[src/rtl/id_ex_if.sv]
// id_ex_if: signal bundle between decode, the ID/EX stage and the forwarding
// sources of the later pipeline stages.
//   master: decode/forwarding side; drives id_*, flush, exm_* and wb_*,
//           receives stall and the ex_*/alu_* outputs.
//   slave : the ID/EX stage itself.
interface id_ex_if #(
    parameter int DATA_W = 32,
    parameter int REG_AW = 5
);
    logic              id_valid;
    logic [DATA_W-1:0] id_rs_data;
    logic [DATA_W-1:0] id_rt_data;
    logic [15:0]       id_imm;
    logic [REG_AW-1:0] id_rs;
    logic [REG_AW-1:0] id_rt;
    logic [REG_AW-1:0] id_rd;
    logic [1:0]        id_alu_op;
    logic [5:0]        id_funct;
    logic              id_alu_src;
    logic              id_reg_dst;
    logic              id_reg_write;
    logic              id_mem_read;
    logic              id_mem_write;
    logic              flush;
    logic              exm_reg_write;
    logic [REG_AW-1:0] exm_rd;
    logic [DATA_W-1:0] exm_result;
    logic              wb_reg_write;
    logic [REG_AW-1:0] wb_rd;
    logic [DATA_W-1:0] wb_result;
    logic              stall;
    logic              ex_valid;
    logic [DATA_W-1:0] alu_a;
    logic [DATA_W-1:0] alu_b;
    logic [2:0]        alu_ctr;
    logic [REG_AW-1:0] ex_wr_reg;
    logic [DATA_W-1:0] ex_rt_data;
    logic              ex_reg_write;
    logic              ex_mem_read;
    logic              ex_mem_write;
    logic              ex_illegal;

    modport master (
        output id_valid, id_rs_data, id_rt_data, id_imm, id_rs, id_rt, id_rd,
               id_alu_op, id_funct, id_alu_src, id_reg_dst, id_reg_write,
               id_mem_read, id_mem_write, flush, exm_reg_write, exm_rd,
               exm_result, wb_reg_write, wb_rd, wb_result,
        input  stall, ex_valid, alu_a, alu_b, alu_ctr, ex_wr_reg, ex_rt_data,
               ex_reg_write, ex_mem_read, ex_mem_write, ex_illegal
    );

    modport slave (
        input  id_valid, id_rs_data, id_rt_data, id_imm, id_rs, id_rt, id_rd,
               id_alu_op, id_funct, id_alu_src, id_reg_dst, id_reg_write,
               id_mem_read, id_mem_write, flush, exm_reg_write, exm_rd,
               exm_result, wb_reg_write, wb_rd, wb_result,
        output stall, ex_valid, alu_a, alu_b, alu_ctr, ex_wr_reg, ex_rt_data,
               ex_reg_write, ex_mem_read, ex_mem_write, ex_illegal
    );
endinterface

[src/rtl/id_ex_stage.sv]
// id_ex_stage: ID/EX pipeline register in front of the 32-bit ALU.
// Registers the decoded instruction, decodes the 3-bit ALU control, extends
// the immediate, forwards operands from EX/MEM and MEM/WB, detects load-use
// hazards (stall + bubble) and honours a branch flush.
// Ports:
//   clk   - rising-edge clock
//   rst_n - asynchronous active-low reset
//   bus   - id_ex_if.slave: decode inputs, flush, forwarding sources,
//           stall and the ex_*/alu_* outputs
module id_ex_stage #(
    parameter int DATA_W = 32,
    parameter int REG_AW = 5
) (
    input  logic    clk,
    input  logic    rst_n,
    id_ex_if.slave  bus
);
    localparam logic [2:0] CTR_AND = 3'b000;
    localparam logic [2:0] CTR_OR  = 3'b001;
    localparam logic [2:0] CTR_ADD = 3'b010;
    localparam logic [2:0] CTR_SUB = 3'b110;
    localparam logic [2:0] CTR_SLT = 3'b111;

    logic [2:0]        ctr_s;
    logic              illegal_s;
    logic [DATA_W-1:0] imm_ext_s;
    logic [REG_AW-1:0] wr_reg_s;
    logic              stall_s;
    logic [DATA_W-1:0] fwd_rs_s;
    logic [DATA_W-1:0] fwd_rt_s;

    logic              valid_r;
    logic [DATA_W-1:0] rs_data_r;
    logic [DATA_W-1:0] rt_data_r;
    logic [REG_AW-1:0] rs_r;
    logic [REG_AW-1:0] rt_r;
    logic [REG_AW-1:0] wr_reg_r;
    logic [DATA_W-1:0] imm_r;
    logic [2:0]        alu_ctr_r;
    logic              alu_src_r;
    logic              reg_write_r;
    logic              mem_read_r;
    logic              mem_write_r;
    logic              illegal_r;

    // Forwarding mux: EX/MEM beats MEM/WB, register 0 never forwards.
    function automatic logic [DATA_W-1:0] fwd(
        input logic [REG_AW-1:0] src,
        input logic [DATA_W-1:0] reg_data,
        input logic              exm_we,
        input logic [REG_AW-1:0] exm_rd,
        input logic [DATA_W-1:0] exm_res,
        input logic              wb_we,
        input logic [REG_AW-1:0] wb_rd,
        input logic [DATA_W-1:0] wb_res
    );
        logic [DATA_W-1:0] res;
        if (exm_we && (exm_rd != {REG_AW{1'b0}}) && (exm_rd == src)) begin
            res = exm_res;
        end else if (wb_we && (wb_rd != {REG_AW{1'b0}}) && (wb_rd == src)) begin
            res = wb_res;
        end else begin
            res = reg_data;
        end
        return res;
    endfunction

    // ALU control decode; unknown R-type funct falls back to ADD and flags illegal.
    always_comb begin
        ctr_s     = CTR_ADD;
        illegal_s = 1'b0;
        case (bus.id_alu_op)
            2'b00: ctr_s = CTR_ADD;
            2'b01: ctr_s = CTR_SUB;
            2'b11: ctr_s = CTR_OR;
            2'b10: begin
                case (bus.id_funct)
                    6'b100000: ctr_s = CTR_ADD;
                    6'b100010: ctr_s = CTR_SUB;
                    6'b100100: ctr_s = CTR_AND;
                    6'b100101: ctr_s = CTR_OR;
                    6'b101010: ctr_s = CTR_SLT;
                    default: begin
                        ctr_s     = CTR_ADD;
                        illegal_s = 1'b1;
                    end
                endcase
            end
            default: ctr_s = CTR_ADD;
        endcase
    end

    // Immediate extension (zero-extend only for or-immediate) and destination select.
    always_comb begin
        if (bus.id_alu_op == 2'b11) begin
            imm_ext_s = {{(DATA_W-16){1'b0}}, bus.id_imm};
        end else begin
            imm_ext_s = {{(DATA_W-16){bus.id_imm[15]}}, bus.id_imm};
        end
        if (bus.id_reg_dst) begin
            wr_reg_s = bus.id_rd;
        end else begin
            wr_reg_s = bus.id_rt;
        end
    end

    // Load-use hazard: a live load in EX whose destination decode reads.
    // rt only counts when it is really an operand (register b or store data).
    always_comb begin
        stall_s = valid_r & mem_read_r & (wr_reg_r != {REG_AW{1'b0}}) & bus.id_valid &
                  ((wr_reg_r == bus.id_rs) |
                   ((wr_reg_r == bus.id_rt) & (~bus.id_alu_src | bus.id_mem_write)));
    end

    // Operand forwarding for both source registers.
    always_comb begin
        fwd_rs_s = fwd(rs_r, rs_data_r, bus.exm_reg_write, bus.exm_rd, bus.exm_result,
                       bus.wb_reg_write, bus.wb_rd, bus.wb_result);
        fwd_rt_s = fwd(rt_r, rt_data_r, bus.exm_reg_write, bus.exm_rd, bus.exm_result,
                       bus.wb_reg_write, bus.wb_rd, bus.wb_result);
    end

    // Pipeline register capture: flush, then stall bubble, then normal load.
    // On flush/bubble only valid is cleared; the payload is don't-care.
    always_ff @(posedge clk or negedge rst_n) begin
        if (!rst_n) begin
            valid_r     <= 1'b0;
            rs_data_r   <= {DATA_W{1'b0}};
            rt_data_r   <= {DATA_W{1'b0}};
            rs_r        <= {REG_AW{1'b0}};
            rt_r        <= {REG_AW{1'b0}};
            wr_reg_r    <= {REG_AW{1'b0}};
            imm_r       <= {DATA_W{1'b0}};
            alu_ctr_r   <= 3'b000;
            alu_src_r   <= 1'b0;
            reg_write_r <= 1'b0;
            mem_read_r  <= 1'b0;
            mem_write_r <= 1'b0;
            illegal_r   <= 1'b0;
        end else if (bus.flush) begin
            valid_r <= 1'b0;
        end else if (stall_s) begin
            valid_r <= 1'b0;
        end else begin
            valid_r     <= bus.id_valid;
            rs_data_r   <= bus.id_rs_data;
            rt_data_r   <= bus.id_rt_data;
            rs_r        <= bus.id_rs;
            rt_r        <= bus.id_rt;
            wr_reg_r    <= wr_reg_s;
            imm_r       <= imm_ext_s;
            alu_ctr_r   <= ctr_s;
            alu_src_r   <= bus.id_alu_src;
            reg_write_r <= bus.id_reg_write;
            mem_read_r  <= bus.id_mem_read;
            mem_write_r <= bus.id_mem_write;
            illegal_r   <= illegal_s;
        end
    end

    assign bus.stall        = stall_s;
    assign bus.ex_valid     = valid_r;
    assign bus.alu_ctr      = alu_ctr_r;
    assign bus.ex_wr_reg    = wr_reg_r;
    assign bus.alu_a        = fwd_rs_s;
    assign bus.alu_b        = alu_src_r ? imm_r : fwd_rt_s;
    assign bus.ex_rt_data   = fwd_rt_s;
    assign bus.ex_reg_write = reg_write_r & valid_r;
    assign bus.ex_mem_read  = mem_read_r & valid_r;
    assign bus.ex_mem_write = mem_write_r & valid_r;
    assign bus.ex_illegal   = illegal_r & valid_r;
endmodule

[src/flat_wrapper.sv]
// flat-port wrapper written by rule: the top's interface ports become plain ports
module id_ex_stage_flat 
#(
    parameter int DATA_W = 32,
    parameter int REG_AW = 5
)
  (clk, rst_n, bus_id_valid, bus_id_rs_data, bus_id_rt_data, bus_id_imm, bus_id_rs, bus_id_rt, bus_id_rd, bus_id_alu_op, bus_id_funct, bus_id_alu_src, bus_id_reg_dst, bus_id_reg_write, bus_id_mem_read, bus_id_mem_write, bus_flush, bus_exm_reg_write, bus_exm_rd, bus_exm_result, bus_wb_reg_write, bus_wb_rd, bus_wb_result, bus_stall, bus_ex_valid, bus_alu_a, bus_alu_b, bus_alu_ctr, bus_ex_wr_reg, bus_ex_rt_data, bus_ex_reg_write, bus_ex_mem_read, bus_ex_mem_write, bus_ex_illegal);
  id_ex_if #(.DATA_W(DATA_W), .REG_AW(REG_AW)) bus_i ();
  input  logic clk;
  input  logic rst_n;
  input wire logic [$bits(bus_i.id_valid)-1:0] bus_id_valid;
  input wire logic [$bits(bus_i.id_rs_data)-1:0] bus_id_rs_data;
  input wire logic [$bits(bus_i.id_rt_data)-1:0] bus_id_rt_data;
  input wire logic [$bits(bus_i.id_imm)-1:0] bus_id_imm;
  input wire logic [$bits(bus_i.id_rs)-1:0] bus_id_rs;
  input wire logic [$bits(bus_i.id_rt)-1:0] bus_id_rt;
  input wire logic [$bits(bus_i.id_rd)-1:0] bus_id_rd;
  input wire logic [$bits(bus_i.id_alu_op)-1:0] bus_id_alu_op;
  input wire logic [$bits(bus_i.id_funct)-1:0] bus_id_funct;
  input wire logic [$bits(bus_i.id_alu_src)-1:0] bus_id_alu_src;
  input wire logic [$bits(bus_i.id_reg_dst)-1:0] bus_id_reg_dst;
  input wire logic [$bits(bus_i.id_reg_write)-1:0] bus_id_reg_write;
  input wire logic [$bits(bus_i.id_mem_read)-1:0] bus_id_mem_read;
  input wire logic [$bits(bus_i.id_mem_write)-1:0] bus_id_mem_write;
  input wire logic [$bits(bus_i.flush)-1:0] bus_flush;
  input wire logic [$bits(bus_i.exm_reg_write)-1:0] bus_exm_reg_write;
  input wire logic [$bits(bus_i.exm_rd)-1:0] bus_exm_rd;
  input wire logic [$bits(bus_i.exm_result)-1:0] bus_exm_result;
  input wire logic [$bits(bus_i.wb_reg_write)-1:0] bus_wb_reg_write;
  input wire logic [$bits(bus_i.wb_rd)-1:0] bus_wb_rd;
  input wire logic [$bits(bus_i.wb_result)-1:0] bus_wb_result;
  output wire logic [$bits(bus_i.stall)-1:0] bus_stall;
  output wire logic [$bits(bus_i.ex_valid)-1:0] bus_ex_valid;
  output wire logic [$bits(bus_i.alu_a)-1:0] bus_alu_a;
  output wire logic [$bits(bus_i.alu_b)-1:0] bus_alu_b;
  output wire logic [$bits(bus_i.alu_ctr)-1:0] bus_alu_ctr;
  output wire logic [$bits(bus_i.ex_wr_reg)-1:0] bus_ex_wr_reg;
  output wire logic [$bits(bus_i.ex_rt_data)-1:0] bus_ex_rt_data;
  output wire logic [$bits(bus_i.ex_reg_write)-1:0] bus_ex_reg_write;
  output wire logic [$bits(bus_i.ex_mem_read)-1:0] bus_ex_mem_read;
  output wire logic [$bits(bus_i.ex_mem_write)-1:0] bus_ex_mem_write;
  output wire logic [$bits(bus_i.ex_illegal)-1:0] bus_ex_illegal;
  assign bus_i.id_valid = bus_id_valid;
  assign bus_i.id_rs_data = bus_id_rs_data;
  assign bus_i.id_rt_data = bus_id_rt_data;
  assign bus_i.id_imm = bus_id_imm;
  assign bus_i.id_rs = bus_id_rs;
  assign bus_i.id_rt = bus_id_rt;
  assign bus_i.id_rd = bus_id_rd;
  assign bus_i.id_alu_op = bus_id_alu_op;
  assign bus_i.id_funct = bus_id_funct;
  assign bus_i.id_alu_src = bus_id_alu_src;
  assign bus_i.id_reg_dst = bus_id_reg_dst;
  assign bus_i.id_reg_write = bus_id_reg_write;
  assign bus_i.id_mem_read = bus_id_mem_read;
  assign bus_i.id_mem_write = bus_id_mem_write;
  assign bus_i.flush = bus_flush;
  assign bus_i.exm_reg_write = bus_exm_reg_write;
  assign bus_i.exm_rd = bus_exm_rd;
  assign bus_i.exm_result = bus_exm_result;
  assign bus_i.wb_reg_write = bus_wb_reg_write;
  assign bus_i.wb_rd = bus_wb_rd;
  assign bus_i.wb_result = bus_wb_result;
  assign bus_stall = bus_i.stall;
  assign bus_ex_valid = bus_i.ex_valid;
  assign bus_alu_a = bus_i.alu_a;
  assign bus_alu_b = bus_i.alu_b;
  assign bus_alu_ctr = bus_i.alu_ctr;
  assign bus_ex_wr_reg = bus_i.ex_wr_reg;
  assign bus_ex_rt_data = bus_i.ex_rt_data;
  assign bus_ex_reg_write = bus_i.ex_reg_write;
  assign bus_ex_mem_read = bus_i.ex_mem_read;
  assign bus_ex_mem_write = bus_i.ex_mem_write;
  assign bus_ex_illegal = bus_i.ex_illegal;
  id_ex_stage #(.DATA_W(DATA_W), .REG_AW(REG_AW)) u_core (.clk(clk), .rst_n(rst_n), .bus(bus_i));
endmodule
[config.mk]
export PLATFORM = sky130hd
export DESIGN_NAME = id_ex_stage_flat
export DESIGN_NICKNAME = d
export VERILOG_FILES = /design/src/rtl/id_ex_if.sv /design/src/rtl/id_ex_stage.sv /design/src/flat_wrapper.sv
export SDC_FILE = /design/constraint.sdc
export NUM_CORES = 1
export LEC_CHECK = 0
export CAP_MARGIN = 20
export CORE_ASPECT_RATIO = 0.7
export CORE_MARGIN = 2
export CORE_UTILIZATION = 43
export CTS_BUF_LIST = sky130_fd_sc_hd__clkbuf_4
export DETAILED_ROUTE_END_ITERATION = 10
export PLACE_DENSITY = 0.93
export SYNTH_ARGS = -nofsm -noshare
export SYNTH_HDL_FRONTEND = slang
export SYNTH_SLANG_ARGS = --single-unit
[constraint.sdc]
create_clock -name clk -period 3.4 [get_ports clk]
set_clock_uncertainty 0.1 [all_clocks]
set_input_delay 0.68 -clock clk [delete_from_list [all_inputs] [get_ports clk]]
set_output_delay 0.68 -clock clk [all_outputs]
set_load 0.02 [all_outputs]
=== Yosys cells after proc, flatten, opt, wreduce, memory -nomap -nowiden ===
Index checks and enable logic that the tools add are counted.

* Register bits: 120
* Latch bits: 0
* RAM bits: 0
* Memory bits (read-only): 0
* Bits of input ports: 188
* Output and inout port bits: 110
* Logic and storage cells: 65
* Memories kept: 0

* Add/sub/neg operators: 0
* Multipliers: 0
* Div/mod/pow operators: 0
* Order comparisons: 0
* Eq/ne operators: 14
* Shift operators: 0
* Mux-type cells: 13
* Bitwise logic cells: 13
* Reduce and logical (&&, ||, !) cells: 12

{| class="wikitable"
|+ Operators with widths
! operator !! count
|-
| 32-bit two-way mux || 6
|-
| 5-bit equality test || 6
|-
| 6-bit equality test, second input constant || 5
|-
| 3-bit case mux with 4 select lines || 2
|-
| 5-bit nonzero test || 3
|-
| 1-bit bitwise AND || 8
|-
| 1-bit logical AND || 6
|-
| 5-bit two-way mux || 1
|-
| 5-bit OR reduction || 1
|-
| 2-bit equality test, second input constant || 2
|-
| 1-bit two-way mux || 4
|-
| 1-bit NOT || 3
|-
| 2-bit by 1-bit equality test with 1-bit output, second input constant || 1
|-
| 2-bit zero test || 1
|-
| 1-bit OR || 2
|-
| 2-bit AND reduction || 1
|}

=== Longest topological paths before layout ===
* Word-level depth: 7
* Gate-level depth with buffers: 7
* Gate-level depth less buffers: 5

=== Worst setup path before layout ===
No wires, ideal clock.

* Kind: in2out
* From: input port bus_wb_rd[0]
* To: output port bus_alu_b[21]
* Arrival: 2,485 ps
* Data required time: 2,620 ps
* Setup slack: 135 ps
* Cell stages on the path: 6
* Buffers on the path: 1
* Cell sequence: or4_4 > o211a_4 > clkbuf_1 > a21boi_0 > a211oi_2 > o31ai_1

* Word-level cells in the longest chain between the ends: 6

{| class="wikitable"
|+ Ends and longest elaborated chain
! item !! line !! source
|-
| start, declared || flat_wrapper.sv:30 || <nowiki>input wire logic [$bits(bus_i.wb_rd)-1:0] bus_wb_rd;</nowiki>
|-
| 5-bit nonzero test || id_ex_stage.sv:60 || <nowiki>end else if (wb_we && (wb_rd != {REG_AW{1'b0}}) && (wb_rd == src)) begin</nowiki>
|-
| 1-bit logical AND || id_ex_stage.sv:60 ||
|-
| 1-bit logical AND (*) || id_ex_stage.sv:60 ||
|-
| 32-bit two-way mux (*) || id_ex_stage.sv:60 ||
|-
| 32-bit two-way mux (*) || id_ex_stage.sv:58 || <nowiki>if (exm_we && (exm_rd != {REG_AW{1'b0}}) && (exm_rd == src)) begin</nowiki>
|-
| 32-bit two-way mux (*) || id_ex_stage.sv:166 || <nowiki>assign bus.alu_b = alu_src_r ? imm_r : fwd_rt_s;</nowiki>
|-
| end, declared || flat_wrapper.sv:35 || <nowiki>output wire logic [$bits(bus_i.alu_b)-1:0] bus_alu_b;</nowiki>
|}

Mark *: on every way between the ends. The rest lies on a longest branch, timed or not.

=== Worst setup path in the final report ===
* From: register u_core.rt_r[2]
* To: output port bus_alu_b[26]

* Word-level cells in the longest chain between the ends: 5

{| class="wikitable"
|+ Ends and longest elaborated chain
! item !! line !! source
|-
| start, declared || id_ex_stage.sv:36 || <nowiki>logic [REG_AW-1:0] rt_r;</nowiki>
|-
| start signal, assigned || id_ex_stage.sv:131 || <nowiki>rt_r <= {REG_AW{1'b0}};</nowiki>
|-
| start signal, assigned || id_ex_stage.sv:149 || <nowiki>rt_r <= bus.id_rt;</nowiki>
|-
| 5-bit equality test || id_ex_stage.sv:60 ||
|-
| 1-bit logical AND || id_ex_stage.sv:60 ||
|-
| 32-bit two-way mux || id_ex_stage.sv:60 ||
|-
| 32-bit two-way mux (*) || id_ex_stage.sv:58 ||
|-
| 32-bit two-way mux (*) || id_ex_stage.sv:166 ||
|}

Marked as above.

==> impl_metrics.yaml <==
outcome:
  status: "finished with violations"
  violations: "setup timing"
die:
  io_pins: 298
  die-area_sq_um: 16000
  die_w_microns: 150
  dieHeight_microns: 106
  start_util_pct: 43.9
  rows: 37
  core_sq_um: 14700
cells_and_area:
  drive_above_1_share_pct: 51.3
  area_growth_pct: 87.6
  finalNonFillerCells: 1229
  top_regs: "u_core.rs_data_r: 32 flops, u_core.rt_data_r: 32 flops, u_core.imm_r: 17 flops"
  final_net_count: 1216
  postLayoutCellArea_sq_um: 12100
timing:
  drv_slew: 0
  hold_viol: 0
  worst_pin_slew_ns: 1.09
  rsz0062_at_grt: "true"
  setup_violations: 89
  hold_ws_ns: 0.0444
  setup_ws_ns: -0.877
  fin_crit_sh_pct: 126
  post-route-min-period_ns: 4.28
  fmax_mhz: 234
  slew_headroom_pct: 27.0
logic_synthesis:
  async_flop_share_pct: 100
  yosysMostFrequentCell: "mux2_2"
  yosysTopAreaCell: "dfrtp_1"
  synth_top_cell_area_share_pct: 40.8
  yosysWarnings: 0
  syn_avg_cell_area_sq_um: 10.6
  synth-edff-count: 0
  synth_cell_types: 39
  syn_area_sq_um: 6440
  synth_area_leaders: "dfrtp_1, mux2_2, a211oi_2, nor2_1, mux2i_1"
  synthFlopType: "dfrtp_1"
  synth_common_cells: "mux2_2, dfrtp_1, nor2_1"
  synth_cells: 610
  syn_nets: 798
  ys_seq_area_share_pct: 40.8
  ys_ff_latch: 105
global_routing:
  gr-total-overflow: 0
  grt_pass1_vias: 7443
  antenna_found_initial: 2
  grt_pass1_wl_mm: 42.4
  grt_util_all_layers_pct: 35.5
  grt_max_degree: 54
placement:
  gp_congestion: 0.896
  place_ws_ns: -0.960
  dpl.hpwl_mm: 18.4
  dp_cells: 1146
  post_dp_cell_area_sq_um: 10300
  port_buffers: 297
worst_setup_path:
  required_ns: 2.62
  endpoint_kind: "output pin"
  arrival_ns: 3.50
  r2r-end: "u_core.rs_data_r[22]$_DFFE_PN0P_"
  worstSetupPathType: "flip-flop to output pin"
  crit_fanout: 5
  ff2ff_setup_slack_ns: 1.04
  start_kind: "flip-flop"
  r2r-start: "u_core.bus.ex_wr_reg[2]$_DFFE_PN0P_"
  rr_worst_depth: 7
drt:
  vias: 7465
  viasPerCell: 6.07
  drt_first_pass_iters: 5
  drtIter0Drc: 655
  ant_nets: 0
  wire_per_inst_microns: 28.0
  drc: 0
  finalWirelength_mm: 34.4
cts:
  path_clk_slew_ns: 0.18
  cts_max_path_buffers: 2
  cts_num_sinks: 105
  htree_levels: 3
  clock_latency_ns: 0.49
  cts_tree: "built"
  cts_root_buf: "clkbuf_4"
  cts_buffers: 9
power_and_ir_drop:
  p_leak_nw: 5.01
  total_power_mw: 4.14
  ir_worst_vdd_mv: 0.229
  power.density_nw_per_um2: 343
hold_path:
  min-delay-path-class: "input pin to async pin"
job:
  cap_violations: 0
-- repair_timing --
action | CTS | global route
setup buffers | 29 | 34
gates resized for setup | 584 | 231
cloned | 10 | 2
endpoints found under the setup margin | 97 | 96
hold buffers | 0 | 0
pin swaps | 79 | 74
-- per-stage QoR --
step / utilization, % / setup TNS (ns)
floorplan: - / 0
detailed placement: 70.0 / -74.84
global placement: 69.8 / -78.27
finish: 82.4 / -10.96
global route: 82.4 / -16.98
CTS: 74.8 / -2.08
-- worst max path at each step --
stage	slack (ns)	startpoint	endpoint
floorplan	0.13	bus_wb_rd[0]	bus_alu_b[21]
detailed placement	-0.96	bus_exm_rd[1]	bus_alu_b[28]
finish	-0.88	u_core.rt_r[2]$_DFFE_PN0P_	bus_alu_b[26]
global route	-0.87	u_core.rt_r[2]$_DFFE_PN0P_	bus_alu_b[26]
global placement	-1.05	bus_exm_rd[3]	bus_alu_b[28]
CTS	-0.14	bus_exm_rd[4]	bus_alu_b[18]
-- cells by family after synthesis --
group           after synthesis  share of synthesized area (%)
simple gates                146                           9.94
mux                         141                           24.0
compound gates              140                           17.5
flops                       105                           40.8
buf+inv                      48                           3.67
xor+xnor                     30                           4.08
-- metal layers --
layer	routed length [microns]	share of wire (%)	global-route usage, %	vias up
met4	1970	5.7	19.6	0
met1	12000	35	40.3	3698
li1	-	-	-	3019
met3	4350	13	12.6	175
met5	0	0	0	-
met2	16000	47	58.4	573
-- cells in the final DEF (no fill, tap or decap), types with 4 or more instances in the layout --
| master | Yosys | final |
|---|---|---|
| a211oi_4 | 0 | 29 |
| a21boi_1 | 8 | 12 |
| a21boi_2 | 0 | 14 |
| a21boi_4 | 0 | 6 |
| a21oi_1 | 34 | 18 |
| a21oi_2 | 0 | 12 |
| a21oi_4 | 0 | 4 |
| and2_1 | 5 | 5 |
| buf_12 | 0 | 27 |
| buf_16 | 0 | 7 |
| buf_2 | 21 | 33 |
| buf_4 | 0 | 118 |
| buf_6 | 4 | 61 |
| buf_8 | 0 | 9 |
| clkbuf_4 | 0 | 10 |
| clkdlybuf4s50_1 | 0 | 187 |
| dfrtp_1 | 105 | 103 |
| mux2_2 | 108 | 108 |
| mux2i_1 | 33 | 15 |
| mux2i_2 | 0 | 10 |
| mux2i_4 | 0 | 8 |
| nand2_1 | 19 | 19 |
| nand4_1 | 4 | 4 |
| nor2_1 | 99 | 70 |
| nor2_2 | 0 | 20 |
| nor2_4 | 0 | 9 |
| o31ai_1 | 32 | 21 |
| o31ai_2 | 0 | 10 |
| xnor2_1 | 24 | 20 |
| xnor2_2 | 0 | 4 |
-- layout make-up --
cell class	count	area, sq um
inverters	3	11.3
fillers	716	2590
clock buffers	10	75.1
flip-flops and latches	105	2630
diodes	2	5.00
repair buffers	451	4610
multi-input cells	458	4450
clock inverters	5	57.6
well taps	195	244
-- worst max-delay path, cell delays in order, from the launching register on --
cell and delay, ns:
dfrtp_1 0.44, buf_6 0.14, xor2_4 0.18, nor4_4 0.37, and2_4 0.33, buf_12 0.13, buf_8 0.13, a211oi_4 0.07
o31ai_1 0.87, buf_2 0.32
-- power by group --
part	total, mW	leakage [nW]	internal (mW)	switching [mW]
Sequential	1.50	1.23	1.38	0.124
Clock	0.668	0.0661	0.228	0.440
Combinational	1.97	3.71	0.990	0.982
Power figures use the tool's default switching activity.
